<file path="config.mk">
export PLATFORM = sky130hd
export DESIGN_NAME = fetch_unit
export DESIGN_NICKNAME = d
export VERILOG_FILES = /design/src/rtl/fetch_unit.sv
export SDC_FILE = /design/constraint.sdc
export NUM_CORES = 1
export LEC_CHECK = 0
export ABC_AREA = 1
export BUFFER_PORTS_ARGS = -buffer_cell sky130_fd_sc_hd__buf_2
export CAP_MARGIN = 20
export CORE_AREA = 2 2 100 126
export CTS_CLUSTER_DIAMETER = 40
export DETAILED_ROUTE_END_ITERATION = 6
export DIE_AREA = 0 0 102 128
export HOLD_SLACK_MARGIN = 0.12
export PLACE_DENSITY = 0.87
export SYNTH_ARGS = -nofsm -noshare
export SYNTH_HDL_FRONTEND = slang
export SYNTH_SLANG_ARGS = --single-unit
</file>
<file path="constraint.sdc">
create_clock -name clk -period 2.6 [get_ports clk]
set_clock_uncertainty 0.1 [all_clocks]
set_input_delay 0.52 -clock clk [delete_from_list [all_inputs] [get_ports clk]]
set_output_delay 0.52 -clock clk [all_outputs]
set_load 0.005 [all_outputs]
</file>
<file path="src/rtl/fetch_unit.sv">
// Instruction-fetch stage: owns the fetch PC, runs the instruction-memory
// handshake (including draining squashed requests) and loads IF/ID.
module fetch_unit #(
   parameter int unsigned    WORD_SIZE = 16,
   parameter logic [WORD_SIZE-1:0] RESET_PC  = '0
) (
   input  logic                 clk,
   input  logic                 reset,
   input  logic                 stall_id,
   input  logic                 redirect,
   input  logic [WORD_SIZE-1:0] redirect_pc,
   input  logic [WORD_SIZE-1:0] btb_next_pc,
   output logic [WORD_SIZE-1:0] pc,
   output logic                 i_readM,
   output logic [WORD_SIZE-1:0] i_address,
   input  logic                 inputReady,
   input  logic [WORD_SIZE-1:0] i_data,
   output logic                 if_id_valid,
   output logic [WORD_SIZE-1:0] if_id_instr,
   output logic [WORD_SIZE-1:0] if_id_pc_1,
   output logic [WORD_SIZE-1:0] if_id_pred_pc,
   output logic [WORD_SIZE-1:0] fetched_count
);

   typedef enum logic [1:0] {
      FETCH = 2'd0,
      HOLD  = 2'd1,
      DRAIN = 2'd2
   } state_t;

   state_t                 state;
   state_t                 state_next;
   logic [WORD_SIZE-1:0]   pc_next;
   logic [WORD_SIZE-1:0]   pc_plus_1;
   logic [WORD_SIZE-1:0]   drain_addr;
   logic [WORD_SIZE-1:0]   hold_instr;
   logic [WORD_SIZE-1:0]   hold_pc_1;
   logic [WORD_SIZE-1:0]   hold_pred_pc;
   logic                   if_id_free;
   logic                   load_from_mem;
   logic                   load_from_hold;
   logic                   capture_hold;
   logic                   capture_drain;
   logic                   clear_valid;

   assign pc_plus_1  = pc + {{(WORD_SIZE-1){1'b0}}, 1'b1};
   assign if_id_free = !if_id_valid || !stall_id;
   assign i_readM    = !reset && (state != HOLD);
   assign i_address  = (state == DRAIN) ? drain_addr : pc;

   // Next-state and datapath control; redirect overrides everything else.
   always_comb begin
      state_next     = state;
      pc_next        = pc;
      load_from_mem  = 1'b0;
      load_from_hold = 1'b0;
      capture_hold   = 1'b0;
      capture_drain  = 1'b0;
      clear_valid    = 1'b0;
      if (redirect) begin
         pc_next     = redirect_pc;
         clear_valid = 1'b1;
         case (state)
            FETCH: begin
               if (inputReady) begin
                  state_next = FETCH;
               end else begin
                  state_next    = DRAIN;
                  capture_drain = 1'b1;
               end
            end
            HOLD:    state_next = FETCH;
            DRAIN:   state_next = inputReady ? FETCH : DRAIN;
            default: state_next = FETCH;
         endcase
      end else begin
         case (state)
            FETCH: begin
               if (inputReady) begin
                  pc_next = btb_next_pc;
                  if (if_id_free) begin
                     load_from_mem = 1'b1;
                  end else begin
                     capture_hold = 1'b1;
                     state_next   = HOLD;
                  end
               end else if (if_id_free) begin
                  clear_valid = 1'b1;
               end
            end
            HOLD: begin
               if (if_id_free) begin
                  load_from_hold = 1'b1;
                  state_next     = FETCH;
               end
            end
            DRAIN: begin
               clear_valid = if_id_free;
               if (inputReady) begin
                  state_next = FETCH;
               end
            end
            default: state_next = FETCH;
         endcase
      end
   end

   // State register.
   always_ff @(posedge clk) begin
      if (reset) begin
         state <= FETCH;
      end else begin
         state <= state_next;
      end
   end

   // Fetch PC and the address of a squashed request still in flight.
   always_ff @(posedge clk) begin
      if (reset) begin
         pc         <= RESET_PC;
         drain_addr <= '0;
      end else begin
         pc <= pc_next;
         if (capture_drain) begin
            drain_addr <= pc;
         end
      end
   end

   // Hold buffer: parks a completed word while IF/ID is stalled.
   always_ff @(posedge clk) begin
      if (reset || redirect) begin
         hold_instr   <= '0;
         hold_pc_1    <= '0;
         hold_pred_pc <= '0;
      end else if (capture_hold) begin
         hold_instr   <= i_data;
         hold_pc_1    <= pc_plus_1;
         hold_pred_pc <= btb_next_pc;
      end
   end

   // IF/ID pipeline register and the count of instructions delivered to it.
   always_ff @(posedge clk) begin
      if (reset) begin
         if_id_valid   <= 1'b0;
         if_id_instr   <= '0;
         if_id_pc_1    <= '0;
         if_id_pred_pc <= '0;
         fetched_count <= '0;
      end else if (load_from_mem) begin
         if_id_valid   <= 1'b1;
         if_id_instr   <= i_data;
         if_id_pc_1    <= pc_plus_1;
         if_id_pred_pc <= btb_next_pc;
         fetched_count <= fetched_count + {{(WORD_SIZE-1){1'b0}}, 1'b1};
      end else if (load_from_hold) begin
         if_id_valid   <= 1'b1;
         if_id_instr   <= hold_instr;
         if_id_pc_1    <= hold_pc_1;
         if_id_pred_pc <= hold_pred_pc;
         fetched_count <= fetched_count + {{(WORD_SIZE-1){1'b0}}, 1'b1};
      end else if (clear_valid) begin
         if_id_valid <= 1'b0;
      end
   end

endmodule
</file>
[Yosys cells after proc, flatten, opt, wreduce, memory -nomap -nowiden]
Cells that the tools add are included.
Cells by class
  $add $sub $neg: 2
  eq/ne operators: 7
  reduce and logical (&&, ||, !) cells: 14
  mux-type cells: 39
Operators by type and width (number)
  16-bit two-way mux: 12
  16-bit by 1-bit adder with 16-bit output (second input constant): 2
  1-bit two-way mux: 18
  2-bit two-way mux: 7
  3-bit != test (second input constant): 4
  2-bit case mux with 3 select lines: 1
  2-bit nonzero test: 3
  4-bit AND reduction: 1
  1-bit logical NOT: 3
  3-bit nonzero test: 1
  2-bit by 1-bit == test with 1-bit output (second input constant): 1
  2-bit == test (second input constant): 1
  2-bit logical NOT: 1
  1-bit logical OR: 2
  2-bit by 1-bit != test with 1-bit output (second input constant): 1
  1-bit case mux with 2 select lines: 1
  2-bit AND reduction: 1
  2-bit OR reduction: 1
  1-bit logical AND: 1
Word-level totals
  bits in registers: 147

[Depth between registers and ports, before layout]
Gate-level depths: netlist of run 1.
  word-level depth: 9
  mapped depth: 10

[Least setup slack after synthesis of run 1]
Ideal clock, no wire load.
  kind: input-to-output
  from: input port reset
  to: output port i_readM
  cell stages on the path: 4
  slack: 0.614 ns
  data arrival time: 1.366 ns
  path through: clkbuf_1 clkbuf_1 clkbuf_1 nor2_1
On the way
  word-level cells in the longest chain between the ends: 2
Ends and longest elaborated chain
  start: declaration: RTL line 8  | input logic reset,
  1-bit logical NOT: RTL line 48  | assign i_readM = !reset && (state != HOLD);
  1-bit logical AND: RTL line 48
  end: declaration: RTL line 14  | output logic i_readM,
No other way between the ends.

[Worst setup path in the final report of run 1]
  from: register state[0]
  to: output port i_address[5]
On the way
  word-level cells in the longest chain between the ends: 2
Ends and longest elaborated chain
  start: declaration: RTL line 31  | state_t state;
  start signal: assignment: RTL line 113  | state <= state_next;
  2-bit == test: RTL line 49  | assign i_address = (state == DRAIN) ? drain_addr : pc;
  16-bit two-way mux: RTL line 49
  end: declaration: RTL line 15  | output logic [WORD_SIZE-1:0] i_address,
No other way between the ends.

==> results_dict.tcl, run 1 <==
set metrics [dict create \
    status "finished clean" \
    yosysWarnings 0 \
    core_mm2 0.0119 \
    fin_crit_ns 2.29 \
    areaGrowthSynthToFinish_pct 23.3 \
    syn_inst 891 \
    power_frac_clock_pct 47.9 \
    worstPathArrival_ns 1.67 \
    hold_start "redirect_pc[10]" \
    synth_area_leaders "dfxtp_1 (46%), nand2_1 (11%), o21ai_0 (10%)" \
    wl_met1_mm 7.07 \
    synth_top_area_share_pct 45.9 \
    p_int_mw 4.24 \
    wl_met2_mm 8.63 \
    wl_per_cell_um 14.6 \
    tns_ns 0 \
    grt_pass1_wl_mm 28.0 \
    dieArea_mm2 0.0131 \
    ys_seq_area_share_pct 45.9 \
    fp.dieH_um 128 \
    rr_startpoint "state[0]$_SDFFE_PP0P_" \
    grt.overflow.total 0 \
    synth_edf_count 0 \
    drtIter0Drc 355 \
    via_per_inst 5.38 \
    finalHoldViolations 0 \
    track_usage_pct 27.3 \
    multi_input_area_mm2 0.00284 \
    postCtsResizedCells 0 \
    min_path_type "primary input to register" \
    synthesis.nets 946 \
    fmax_ghz 0.437 \
    worst_slew_pin_slew_ns 0.995 \
    postCtsSetupBuffers 0 \
    timing.rr.end "hold_pc_1[13]$_SDFFE_PP0P_" \
    cts_buffers 17 \
    maxCapViolCount 0 \
    critPathKind "register to output port" \
    setup_violations 0 \
    cp-start-kind "register" \
    vias 6466 \
    ff_latch_area_mm2 0.00294 \
    synth-async-reset-ratio_pct 0 \
    top_layer "met4" \
    setup_ws_ns 0.314 \
    cts_htree_levels 4 \
    p_per_area_mw_per_mm2 700 \
    gp_congestion 0.907 \
    reg2reg_slack_ns 0.56 \
    min_path_cells 3 \
    clk_pin_slew_worst_paths_ns 0.06 \
    grt_pass1_vias 5857 \
    fin_crit_sh_pct 87.9 \
    fill_cells 1022 \
    die_x_um 102 \
    synth.most_common_cell "nand2_1" \
    start_util_pct 53.7 \
    io_buffers 150 \
    ant_nets 0 \
    worstSkewPairLatency_ns 0.43 \
    nets 1081 \
    cts-root-buf "clkbuf_16" \
    route.met3.wl_mm 1.17 \
    synth-seq-cells 147 \
    cts.sinks 147 \
    yosys.cell_types.count 40 \
    firstDrtPassIters 5 \
    endpoint_kind "output port" \
    cts_tree "done" \
    row_count 45 \
    ios 151 \
    slew_headroom_pct 33.6 \
    ir_drop_mv 0.385 \
    avgSynthCellArea_um2 7.19 \
    cts_hold_buf 0 \
    required_ns 1.98 \
    synth_top_cell_by_area "dfxtp_1" \
    combPwrFrac_pct 8.7 \
    reg2reg_depth 7 \
    grt_max_degree 70 \
    timing.final.max_slew_violations 0 \
    hpwl_mm 11.8 \
    drt-total-wl_mm 17.5 \
    antennaDiodeCount 0 \
    drcViolationCount 0 \
    leakage_nw 3.49 \
    synth_common_cells "nand2_1 (180), dfxtp_1 (147), o21ai_0 (128)" \
    grt_setup_unrepaired "false" \
    holdPathEnd "pc[10]$_SDFFE_PP0P_" \
    p_sw_mw 1.29 \
    netlist_area_mm2 0.00641 \
    layout-drive-gt1-share_pct 20.8 \
    synth-main-ff-cell "dfxtp_1" \
    antenna_found_initial 0 \
    pre_cts_ws_ns 0.462 \
    clk_path_buf_depth 2 \
    critical_path.max_fanout 32 \
    seqPwrFrac_pct 43.4 \
    swShare_pct 23.3 \
]
-- metal layers --
metal	up-vias	global-route usage, %
met5	-	0
met4	0	13.3
met3	55	6.38
met2	260	45.3
met1	2970	32.9
li1	3181	-
-- power by group through the flow --
stage | Clock (mW) | Combinational [mW] | Sequential (mW)
global placement | 0 | 0.462 | 2.45
detailed placement | 0 | 0.472 | 2.45
global route | 2.77 | 0.539 | 2.41
CTS | 2.65 | 0.478 | 2.40
finish | 2.65 | 0.481 | 2.40
floorplan | 0 | 0.268 | 2.44
-- through the flow --
stage | power [mW] | area [um^2] | util [%] | cells | hold slack [ns]
5_1_grt | 5.71 | 7900 | 66.2 | 1202 | 0.274
3_3_place_gp | 2.91 | 7260 | 60.8 | 1171 | 0.333
4_1_cts | 5.53 | 7900 | 66.2 | 1202 | 0.258
2_1_floorplan | 2.70 | 6410 | - | 891 | 0.324
6_report | 5.53 | 7900 | 66.2 | 1202 | 0.266
3_5_place_dp | 2.92 | 7260 | 60.8 | 1171 | 0.339
-- critical path, cell delays in order (launching register included) --
cell and delay (ns):
dfxtp_1 0.43, inv_2 0.06, nand2_1 0.06, buf_4 0.27
nand2_1 0.12, o21ai_0 0.12, buf_2 0.17
-- cell usage in the layout (no fill, tap or decap), types with 2 or more instances in the layout --
cell type   netlist  final
nor2_4            2      2
buf_4             1     15
nor2_2            1      2
clkbuf_8          0      5
dfxtp_1         147    147
nand2_2           3      3
nand3_1          22     22
a211oi_1          3      3
buf_2            15    150
o21ai_1           3      3
nor3_2            2      2
o211ai_1          5      5
o21ai_0         128    128
inv_2             3      3
nor2_1           80     79
clkinvlp_4        0      2
o21a_1            2      2
a31oi_1          14     14
xor2_1            7      7
inv_1            99     99
xnor2_1           3      3
nand4_1           8      8
nand2_1         180    180
clkbuf_16         0     17
ha_1              2      2
nor3_1            4      4
a21oi_1         110    110
bufinv_16         0      4
clkinv_2          0      3
-- final cells by class --
cell class | instances | share of cell area, %
tap | 164 | 2.60
clock buffer | 22 | 6.25
multi-input combinational | 591 | 35.9
inverter | 103 | 4.92
sequential | 147 | 37.2
timing repair buffer | 166 | 11.2
clock inverter | 9 | 1.90
-- cells by family (layout without fill, tap and decap cells) --
group | Yosys count | count (layout) | share of synthesized area (%)
AOI/OAI and AO/OA | 272 | 272 | 22.3
xor gates and xnor gates | 10 | 10 | 1.37
adders and majority gates | 2 | 2 | 0.391
buffers and inverters | 153 | 300 | 9.82
DFF | 147 | 147 | 45.9
and+or+nand+nor | 307 | 307 | 20.2
-- state kept, by name (all words and copies together) (netlist names) --
register / cells
if_id_instr: 16
if_id_valid: 1
drain_addr: 16
fetched_count: 16
hold_pred_pc: 16
hold_instr: 16
if_id_pred_pc: 16
pc: 16
if_id_pc_1: 16
state: 2
hold_pc_1: 16
-- how the worst max path moves through the flow --
stage | from | to | slack (ns)
final | state[0]$_SDFFE_PP0P_ | i_address[5] | 0.31
after floorplan | reset | i_readM | 0.61
after global routing | state[0]$_SDFFE_PP0P_ | i_address[5] | 0.18
after detailed placement | redirect | hold_pred_pc[3]$_SDFFE_PP0P_ | 0.46
after global placement | stall_id | fetched_count[11]$_SDFFE_PP0P_ | 0.53
after CTS | state[0]$_SDFFE_PP0P_ | i_address[5] | 0.32
Power figures use the tool's default switching activity.
==> run 2: changes to the inputs <==
--- a/config.mk
+++ b/config.mk
@@ -12,8 +12,9 @@
 export CTS_CLUSTER_DIAMETER = 40
 export DETAILED_ROUTE_END_ITERATION = 6
 export DIE_AREA = 0 0 102 128
+export GPL_TIMING_DRIVEN = 0
 export HOLD_SLACK_MARGIN = 0.12
-export PLACE_DENSITY = 0.87
+export PLACE_DENSITY = 0.83
 export SYNTH_ARGS = -nofsm -noshare
 export SYNTH_HDL_FRONTEND = slang
 export SYNTH_SLANG_ARGS = --single-unit
==> results_dict.tcl, run 2 (synthesized netlist as in run 1, its figures left out) <==
set metrics [dict create \
    status "finished clean" \
    hpwl_mm 13.2 \
    cts_hold_buf 0 \
    multi_input_area_mm2 0.00283 \
    wl_per_cell_um 15.0 \
    ios 151 \
    holdWs_ns 0.266 \
    firstDrtPassIters 6 \
    cts_tree "done" \
    dp.cells 1203 \
    post-route-util_pct 66.7 \
    io_buffers 148 \
    worstPathArrival_ns 1.93 \
    ff_latch_area_mm2 0.00294 \
    pre_cts_ws_ns 0.110 \
    cp-start-kind "register" \
    required_ns 1.98 \
    clk_path_buf_depth 2 \
    p_per_area_mw_per_mm2 683 \
    nets 1113 \
    leakage_nw 3.50 \
    cts-root-buf "clkbuf_16" \
    worst_slew_pin_slew_ns 0.680 \
    fin_crit_ns 2.55 \
    worstSkewPairLatency_ns 0.42 \
    most-common-layout-cells "nand2_1 (180), buf_2 (163), dfxtp_1 (147)" \
    fill_cells 1034 \
    core_mm2 0.0119 \
    power_mw 5.43 \
    drcViolationCount 0 \
    areaGrowthSynthToFinish_pct 24.2 \
    grt.overflow.total 0 \
    gp_congestion 0.924 \
    slew_headroom_pct 54.5 \
    grt_max_degree 17 \
    row_count 45 \
    grt_setup_unrepaired "false" \
    min_path_type "primary input to register" \
    vias 6600 \
    fin_crit_sh_pct 97.9 \
    place_area_mm2 0.00735 \
    track_usage_pct 28.5 \
    critPathKind "register to output port" \
    endpoint_kind "output port" \
    drt-total-wl_mm 18.5 \
    drtIter0Drc 350 \
    timing.final.max_slew_violations 0 \
    start_util_pct 53.7 \
    die_x_um 102 \
    cts_htree_levels 4 \
    layout-drive-gt1-share_pct 20.1 \
    antenna_found_initial 0 \
    layout_commonest_cell "nand2_1" \
    critical_path.max_fanout 10 \
    grt_pass1_vias 6200 \
    fp.dieH_um 128 \
    clk_pin_slew_worst_paths_ns 0.06 \
    via_per_inst 5.35 \
    cts_buffers 17 \
    maxCapViolCount 0 \
    finalHoldViolations 0 \
    dieArea_mm2 0.0131 \
    cts.sinks 147 \
    ir_drop_mv 0.467 \
    tns_ns 0 \
    setup_violations 0 \
    grt_pass1_wl_mm 29.2 \
    fmax_ghz 0.393 \
    ant_nets 0 \
    setup_ws_ns 0.0536 \
    final_area_mm2 0.00796 \
    final_cells 1233 \
    antennaDiodeCount 0 \
]
-- run 2: worst paths after layout --
| check | start | end | slack [ns] | cells past startpoint |
|---|---|---|---|---|
| worst min-delay path | i_data[4] | hold_instr[4]$_SDFFE_PP0P_ | 0.27 | 3 |
| worst max-delay path | state[0]$_SDFFE_PP0P_ | i_address[5] | 0.05 | 6 |
| worst max register to register | pc[0]$_SDFFE_PP0P_ | hold_pc_1[14]$_SDFFE_PP0P_ | 0.57 | 8 |
| worst min register to register | drain_addr[5]$_SDFFE_PP0P_ | drain_addr[5]$_SDFFE_PP0P_ | 0.35 | 2 |
-- run 2: report_power, final --
group / leakage, nW / internal, mW / total, mW / switching, mW
combinational: 2.01 / 0.189 / 0.492 / 0.302
sequential: 1.20 / 2.33 / 2.40 / 0.0676
clock: 0.292 / 1.62 / 2.54 / 0.924
total: 3.50 / 4.14 / 5.43 / 1.29
-- run 2: timing repair --
item,CTS,global route
endpoints found under the setup margin,0,1
setup buffers,0,0
resized for setup,0,2
-- run 2: final cells by class --
type	count	share of cell area, %
multi-input combinational	591	35.6
sequential	147	37.0
timing repair buffer	148	9.31
tap	164	2.58
clock buffer	20	5.61
inverter	103	4.89
clock inverter	10	2.00
buffer	50	3.03
-- run 2: critical path, stage by stage, from the launching register on --
cell and delay (ns):
dfxtp_1 0.43, inv_2 0.06, nand2_1 0.18, buf_1 0.41, nand2_1 0.09, o21ai_0 0.16
buf_2 0.18
-- run 2: metal layers --
layer  track usage (%)  vias up  part of all wire (%)
met5                 0        -                     0
met4              13.8        0                   3.8
met3              7.25       57                   7.2
met2              47.8      279                    49
met1              33.7     3011                    40
li1                  -     3253                     -
